## src/rtl/rst_sequencer.sv

```systemverilog
// Clock/reset supervisor: holds the PLL in reset, waits for stable lock, then
// releases subsystem resets one at a time; re-resets the PLL on lock loss.
module rst_sequencer #(
    parameter int unsigned N_STAGES           = 4,
    parameter int unsigned SYNC_N             = 2,
    parameter int unsigned PLL_RST_CYCLES     = 8,
    parameter int unsigned LOCK_STABLE_CYCLES = 1024,
    parameter int unsigned STAGE_DELAY        = 16,
    parameter int unsigned LOCK_TIMEOUT       = 65536,
    parameter int unsigned CNT_WIDTH          = 8
) (
    input  logic                 clk,
    input  logic                 rst,
    input  logic                 pll_locked,
    input  logic                 sw_reset,
    output logic                 pll_rst,
    output logic [N_STAGES-1:0]  stage_rst,
    output logic                 ready,
    output logic [CNT_WIDTH-1:0] lock_loss_count,
    output logic [CNT_WIDTH-1:0] timeout_count
);

    function automatic int unsigned max2(input int unsigned a, input int unsigned b);
        return (a > b) ? a : b;
    endfunction

    localparam int unsigned T_MAX = max2(max2(PLL_RST_CYCLES, LOCK_STABLE_CYCLES),
                                         max2(STAGE_DELAY, LOCK_TIMEOUT));
    localparam int unsigned TW = (T_MAX < 2) ? 1 : $clog2(T_MAX);

    localparam logic [TW-1:0] PLL_LAST     = TW'(PLL_RST_CYCLES - 1);
    localparam logic [TW-1:0] TIMEOUT_LAST = TW'(LOCK_TIMEOUT - 1);
    localparam logic [TW-1:0] STABLE_LAST  = TW'(LOCK_STABLE_CYCLES - 1);
    localparam logic [TW-1:0] STAGE_LAST   = TW'(STAGE_DELAY - 1);

    localparam logic [N_STAGES-1:0] FIRST_REL  = ~N_STAGES'(1);
    localparam logic [N_STAGES-1:0] LAST_STAGE = N_STAGES'(1) << (N_STAGES - 1);

    typedef enum logic [2:0] {
        S_PLL_RST,
        S_WAIT_LOCK,
        S_STABLE,
        S_RELEASE,
        S_RUN
    } state_t;

    state_t              state;
    logic [TW-1:0]       timer;
    logic [SYNC_N-1:0]   sync_q;
    logic                locked_s;

    assign locked_s = sync_q[SYNC_N-1];

    always_ff @(posedge clk) begin
        if (rst) begin
            state           <= S_PLL_RST;
            timer           <= '0;
            sync_q          <= '0;
            pll_rst         <= 1'b1;
            stage_rst       <= '1;
            ready           <= 1'b0;
            lock_loss_count <= '0;
            timeout_count   <= '0;
        end else begin
            sync_q <= {sync_q[SYNC_N-2:0], pll_locked};
            case (state)
                S_PLL_RST: begin
                    if (timer == PLL_LAST) begin
                        state   <= S_WAIT_LOCK;
                        pll_rst <= 1'b0;
                        timer   <= '0;
                    end else begin
                        timer <= timer + TW'(1);
                    end
                end
                S_WAIT_LOCK: begin
                    if (locked_s) begin
                        state <= S_STABLE;
                        timer <= '0;
                    end else if (timer == TIMEOUT_LAST) begin
                        state   <= S_PLL_RST;
                        pll_rst <= 1'b1;
                        timer   <= '0;
                        if (timeout_count != '1)
                            timeout_count <= timeout_count + CNT_WIDTH'(1);
                    end else begin
                        timer <= timer + TW'(1);
                    end
                end
                S_STABLE: begin
                    if (!locked_s) begin
                        state <= S_WAIT_LOCK;
                        timer <= '0;
                    end else if (sw_reset) begin
                        timer <= '0;
                    end else if (timer == STABLE_LAST) begin
                        timer <= '0;
                        // A single stage goes straight to RUN together with its release.
                        if (N_STAGES == 1) begin
                            stage_rst <= '0;
                            ready     <= 1'b1;
                            state     <= S_RUN;
                        end else begin
                            stage_rst <= FIRST_REL;
                            state     <= S_RELEASE;
                        end
                    end else begin
                        timer <= timer + TW'(1);
                    end
                end
                S_RELEASE, S_RUN: begin
                    if (!locked_s) begin
                        state     <= S_PLL_RST;
                        pll_rst   <= 1'b1;
                        stage_rst <= '1;
                        ready     <= 1'b0;
                        timer     <= '0;
                        if (lock_loss_count != '1)
                            lock_loss_count <= lock_loss_count + CNT_WIDTH'(1);
                    end else if (sw_reset) begin
                        state     <= S_STABLE;
                        stage_rst <= '1;
                        ready     <= 1'b0;
                        timer     <= '0;
                    end else if (state == S_RELEASE) begin
                        if (timer == STAGE_LAST) begin
                            timer     <= '0;
                            stage_rst <= stage_rst << 1;
                            if (stage_rst == LAST_STAGE) begin
                                ready <= 1'b1;
                                state <= S_RUN;
                            end
                        end else begin
                            timer <= timer + TW'(1);
                        end
                    end
                end
                default: begin
                    state     <= S_PLL_RST;
                    pll_rst   <= 1'b1;
                    stage_rst <= '1;
                    ready     <= 1'b0;
                    timer     <= '0;
                end
            endcase
        end
    end

endmodule

```

## config.mk

```make
export PLATFORM = sky130hd
export DESIGN_NAME = rst_sequencer
export DESIGN_NICKNAME = d
export VERILOG_FILES = /design/src/rtl/rst_sequencer.sv
export SDC_FILE = /design/constraint.sdc
export NUM_CORES = 1
export LEC_CHECK = 0
export BUFFER_PORTS_ARGS = -buffer_cell sky130_fd_sc_hd__buf_2
export CAP_MARGIN = 10
export CORE_UTILIZATION = 57
export DETAILED_ROUTE_END_ITERATION = 8
export PLACE_DENSITY = 0.75
export SLEW_MARGIN = 20
export SYNTH_ARGS = -nofsm -noshare
export SYNTH_HDL_FRONTEND = slang
export SYNTH_SLANG_ARGS = --single-unit
```

## constraint.sdc

```tcl
create_clock -name clk -period 2.9 [get_ports clk]
set_input_delay 0 -clock clk [delete_from_list [all_inputs] [get_ports clk]]
set_output_delay 0 -clock clk [all_outputs]
set_load 0.05 [all_outputs]
```

==> flow_summary.toml, run 1 <==
[hold_path]
min_delay_path_depth = 2
min_to = "timeout_count[0]"
hold_path.startpoint = "rst"
hold_path.class = "in2reg"

[synth]
synth_seq_cells = 43
yosys_warnings = 0
synth_area_leaders = "dfxtp_1, nor2_1, xor2_1"
synthSimpleGateAreaFrac_pct = 31.6
synth_flop_cell = "dfxtp_1"
synthDistinctLibCells = 48
yosysTopAreaCellShare_pct = 39.3
synthesis.area_mm2 = 0.00219
synth_nets = 259
avgSynthCellArea_um2 = 8.68
synth_xor_area_share_pct = 11.2
synth_fa_ha_area_share_pct = 1.72
yosys.area.top_type = "dfxtp_1"
synth_mux_area_share_pct = 2.97
seq_area_frac_synth_pct = 39.3
synth_top_family_by_area = "simple AND/OR/NAND/NOR gates"
async_reset_ff_share_pct = 0
netlist_instances = 252
synth_compound_area_share_pct = 10.1
synth_edf_count = 0

[die]
core.rowCount = 22
fp.coreArea_mm2 = 0.00366
pin_count = 26
die_width_um = 64.0
initial_core_util_pct = 59.8
dieHeight_um = 64.0
die-area_mm2 = 0.00409

[placement]
io_buffers = 25
place.gp.congestion = 0.887
dpl_worst_slack_ns = 0.637
placed_area_mm2 = 0.00235
hpwl_um = 3140

[status]
run_status = "complete, no violations"

[cts]
cts_tree = "yes"
clockBufferDepth = 2
cts_root_buf = "clkbuf_8"
clk_pin_slew_ns = 0.08
cts-resized-gates = 0
clock-sinks = 43
cts_buffers = 5
cts_setup_buffers = 0
h-tree-depth = 2
insertion_delay_ns = 0.30

[pwr]
p_clk_share_pct = 38.1
seqPwrFrac_pct = 50.9
intPower_w = 0.000951
p_total_w = 0.00126
combPwrFrac_pct = 11.0
p_per_area_mw_per_mm2 = 507
switchingPower_w = 0.000306
p_leak_nw = 0.963
swShare_pct = 24.4
ir_worst_vdd_mv = 0.339

[critical_path]
critPathRequiredTime_ns = 3.09
start_kind = "register"
rrSetupSlack_ns = 0.61
arrival_ns = 2.48
reg2reg_depth = 5
crit_type = "reg2reg"
endpoint_kind = "register"
rr_startpoint = "timer[11]"
crit_fanout = 6
reg2reg_to = "state[0]"

[timing]
holdWs_ns = 0.170
max-slew-margin-rel_pct = 43.8
period_share_pct = 79.0
skew_ns = 0.00717
rsz0062_at_grt = "false"
setup_viol = 0
fmaxAchievable_mhz = 437
fin_tns_setup_ns = 0
period_minus_slack_ns = 2.29
slew_violations = 0
worst_pin_slew_ns = 0.838
finalHoldViolations = 0
setup_ws_ns = 0.609

[detailed_routing]
avgViaCountPerCell = 5.87
drt.antenna.violating_nets = 0
dr_total_vias = 1920
drcViolationCount = 0
wire_per_inst_um = 13.6
firstDrtPassIters = 4
drtIter0Drc = 123
wl_um = 4430

[global_route]
antenna_found_initial = 0
track_usage_pct = 24.2
grt_max_degree = 32
grt_pass1_vias = 1700
grt_overflow = 0
grt_pass1_wl_um = 7740

[final_layout]
num_antenna_cells = 0
design_area_mm2 = 0.00248
area_growth_pct = 13.3
layout.nets = 285
drive_above_1_share_pct = 16.5

[flow_run]
maxCapViolCount = 0
worst max-delay path by stage:
| stage | startpoint | endpoint | slack, ns |
|---|---|---|---|
| floorplan | timer[15] | state[0] | 0.73 |
| global placement | timer[15] | state[0] | 0.66 |
| detailed placement | timer[15] | state[0] | 0.64 |
| CTS | timer[15] | state[0] | 0.63 |
| global route | timer[5] | state[0] | 0.54 |
| finish | timer[11] | state[0] | 0.61 |
stage by stage:
| step | utilization, % | cells |
|---|---|---|
| floorplan | - | 252 |
| global placement | 64.2 | 318 |
| detailed placement | 64.2 | 318 |
| CTS | 67.7 | 327 |
| global route | 67.7 | 327 |
| finish | 67.7 | 327 |
critical path: stages, from the launching register on:
cell and delay (ns):
dfxtp_1 0.37, or4_4 0.54, nor4_4 0.34, a31o_1 0.22, or3b_4 0.41, mux2_4 0.30
metal layers:
metal / vias to the layer above / routed length (um) / GRT usage, %
li1: 957 / - / -
met1: 907 / 2220 / 34.1
met2: 48 / 1950 / 35.9
met3: 8 / 194 / 4.29
met4: 0 / 71 / 10.2
met5: - / 0 / 0
cell usage after synthesis, types with 6 or more instances:
cell type and count:
dfxtp_1 43, nor3_1 6, and3_1 6, nand2_1 13, xnor2_1 13, clkbuf_1 8
a21oi_1 6, xor2_1 15, nand3_1 12, nand4_1 11, inv_1 8, nor2_1 42
registers in the layout (all words and copies together), names as in the netlist:
signal and count:
timer 16, pll_rst 1, timeout_count 8, stage_rst 4, lock_loss_count 8, state 3
ready 1, sync_q 2
timing repair:
action	4_1_cts	5_1_grt
hold buffers	1	0
setup endpoints to repair	0	0
endpoints found under the hold margin	1	0
final cells by class:
type / count / area (um2)
Sequential cell: 43 / 861
Multi-Input combinational cell: 192 / 1260
Tap cell: 48 / 60.1
Inverter: 8 / 30.0
Clock inverter: 2 / 35.0
Clock buffer: 6 / 82.6
Fill cell: 308 / 1180
Timing Repair Buffer: 28 / 150
logic make-up (layout without fill, tap and decap cells):
family / Yosys count / in the layout
flip-flops: 43 / 43
AO/OA/AOI/OAI: 31 / 31
AND/OR/NAND/NOR: 124 / 124
buffers and inverters: 17 / 44
XOR/XNOR: 28 / 28
adder cells (fa/ha/maj): 3 / 3
multiplexers: 6 / 6
power by group through the flow:
stage | Clock, W | Combinational [W] | Sequential (W)
after CTS | 0.000492 | 0.000137 | 0.000638
after global routing | 0.000516 | 0.000155 | 0.000644
after detailed placement | 0 | 0.000135 | 0.000652
after floorplan | 0 | 0.000121 | 0.000638
after global placement | 0 | 0.000133 | 0.000652
final | 0.000479 | 0.000138 | 0.000640
placed cells by master, fill, tap and decap left out, types with 3 or more instances in the layout:
cell type / netlist / layout
nor2_1: 42 / 42
ha_1: 3 / 3
dfxtp_1: 43 / 43
nor3_1: 6 / 6
o21ai_0: 4 / 4
o31ai_1: 3 / 3
or4_4: 3 / 3
xor2_1: 15 / 15
nand3_1: 12 / 12
nand4_1: 11 / 11
nand2_1: 13 / 13
nor4_1: 5 / 5
a21oi_1: 6 / 6
nor2b_1: 5 / 5
buf_2: 0 / 25
nand3b_1: 3 / 3
and4_1: 4 / 4
mux2i_1: 5 / 5
clkbuf_8: 0 / 6
and3_1: 6 / 6
inv_1: 8 / 8
xnor2_1: 13 / 13
Power figures use the tool's default switching activity.
==> run 2, diff against run 1 <==
Settings changed: CORE_UTILIZATION 57 to 52, PLACE_DENSITY 0.75 to 0.72.
Clock period 2.9 ns to 2.07 ns, I/O delays scaled along.
==> flow_summary.toml, run 2 (synthesis gave the netlist of run 1 again) <==
[status]
run_status = "finished, violations left"
violations = "setup timing"

[die]
die_width_um = 66.9
pin_count = 26
dieHeight_um = 66.9
fp.coreArea_mm2 = 0.00403
initial_core_util_pct = 54.3
die-area_mm2 = 0.00447
core.rowCount = 23

[global_route]
grt_pass1_vias = 1710
grt_max_degree = 32
grt_overflow = 0
track_usage_pct = 24.1
grt_pass1_wl_um = 7950
antenna_found_initial = 0

[final_layout]
final_cell_mix = "nor2_1, dfxtp_1, buf_4"
drive_above_1_share_pct = 28.8
largest_reg_flops = 16
area_growth_pct = 28.5
design_area_mm2 = 0.00281
num_antenna_cells = 0
layout.nets = 319
reg_top3 = "timer (16), lock_loss_count (8), timeout_count (8)"
largest_register = "timer"
nFillCells = 323

[detailed_routing]
wl_um = 4940
drtIter0Drc = 93
drt.antenna.violating_nets = 0
firstDrtPassIters = 4
drcViolationCount = 0
dr_total_vias = 2000
wire_per_inst_um = 13.6
avgViaCountPerCell = 5.51

[placement]
io_buffers = 25
place.gp.congestion = 0.904
hpwl_um = 3470
placed_area_mm2 = 0.00257

[hold_path]
hold_path.class = "in2reg"

[timing]
finalHoldViolations = 0
slew_violations = 0
holdWs_ns = 0.168
fin_tns_setup_ns = -2.03
period_minus_slack_ns = 2.24
setup_ws_ns = -0.174
fmaxAchievable_mhz = 446
rsz0062_at_grt = "true"
max-slew-margin-rel_pct = 62.9
skew_ns = 0.00498
worst_pin_slew_ns = 0.556
setup_viol = 18
period_share_pct = 108

[cts]
cts_root_buf = "clkbuf_8"
insertion_delay_ns = 0.30
cts_buffers = 5
clk_pin_slew_ns = 0.08
h-tree-depth = 2
clockBufferDepth = 2
cts_tree = "yes"
clock-sinks = 43

[critical_path]
crit_fanout = 3
critPathRequiredTime_ns = 2.26
start_kind = "register"
endpoint_kind = "register"
crit_type = "reg2reg"
arrival_ns = 2.43

[pwr]
ir_worst_vdd_mv = 0.430
p_leak_nw = 1.14
p_per_area_mw_per_mm2 = 669

[flow_run]
maxCapViolCount = 0
-- run 2: routing by layer --
layer / global-route usage [%] / vias to the layer above / part of all wire, %
met3: 5.99 / 6 / 3.6
met2: 37.6 / 37 / 46
met4: 8.51 / 0 / 1.3
met5: 0 / - / 0
met1: 32.0 / 930 / 49
li1: - / 1027 / -
-- run 2: power breakdown --
group	internal [W]	leakage, nW	switching (W)
sequential	0.000853	0.349	0.0000228
clock	0.000390	0.0612	0.000282
combinational	0.000175	0.735	0.000157
total	0.00142	1.14	0.000462
-- run 2: layout make-up --
cell class / count / area [um2] / share of cell area [%]
Sequential cell: 43 / 863 / 30.7
Timing Repair Buffer: 62 / 420 / 14.9
Clock buffer: 6 / 82.6 / 2.94
Multi-Input combinational cell: 192 / 1320 / 46.9
Clock inverter: 2 / 35.0 / 1.25
Inverter: 8 / 30.0 / 1.07
Tap cell: 50 / 62.6 / 2.22
-- run 2: timing repair --
action | in CTS | in global routing
pin swaps | 3 | 3
gates resized for setup | 10 | 7
endpoints found under the hold margin | 1 | 0
gates cloned | 1 | 0
setup buffers | 3 | 1
hold buffers | 1 | 0
endpoints found under the setup margin | 22 | 25
-- run 2: path summary, 6_finish.rpt --
check	startpoint	end	slack (ns)	cells past startpoint
hold reg to reg	sync_q[0]	sync_q[1]	0.46	1
setup / recovery	timer[11]	state[0]	-0.17	5
setup reg to reg	timer[11]	state[0]	-0.17	5
hold / removal	rst	lock_loss_count[1]	0.17	2
-- run 2: critical path: stages (launching register included) --
cell and delay, ns:
dfxtp_1 0.32, or4_4 0.59, nor4_4 0.32, a31o_1 0.20, or3b_4 0.40, mux2_4 0.30
-- run 2: per-stage QoR --
step | std cells | power, W | utilization [%] | setup slack, ns
after floorplan | 252 | 0.00106 | - | -0.0998
after global placement | 349 | 0.00117 | 63.9 | -0.112
after detailed placement | 349 | 0.00118 | 63.9 | -0.153
after CTS | 362 | 0.00188 | 68.6 | -0.136
after global routing | 363 | 0.00197 | 69.8 | -0.229
final | 363 | 0.00188 | 69.8 | -0.174
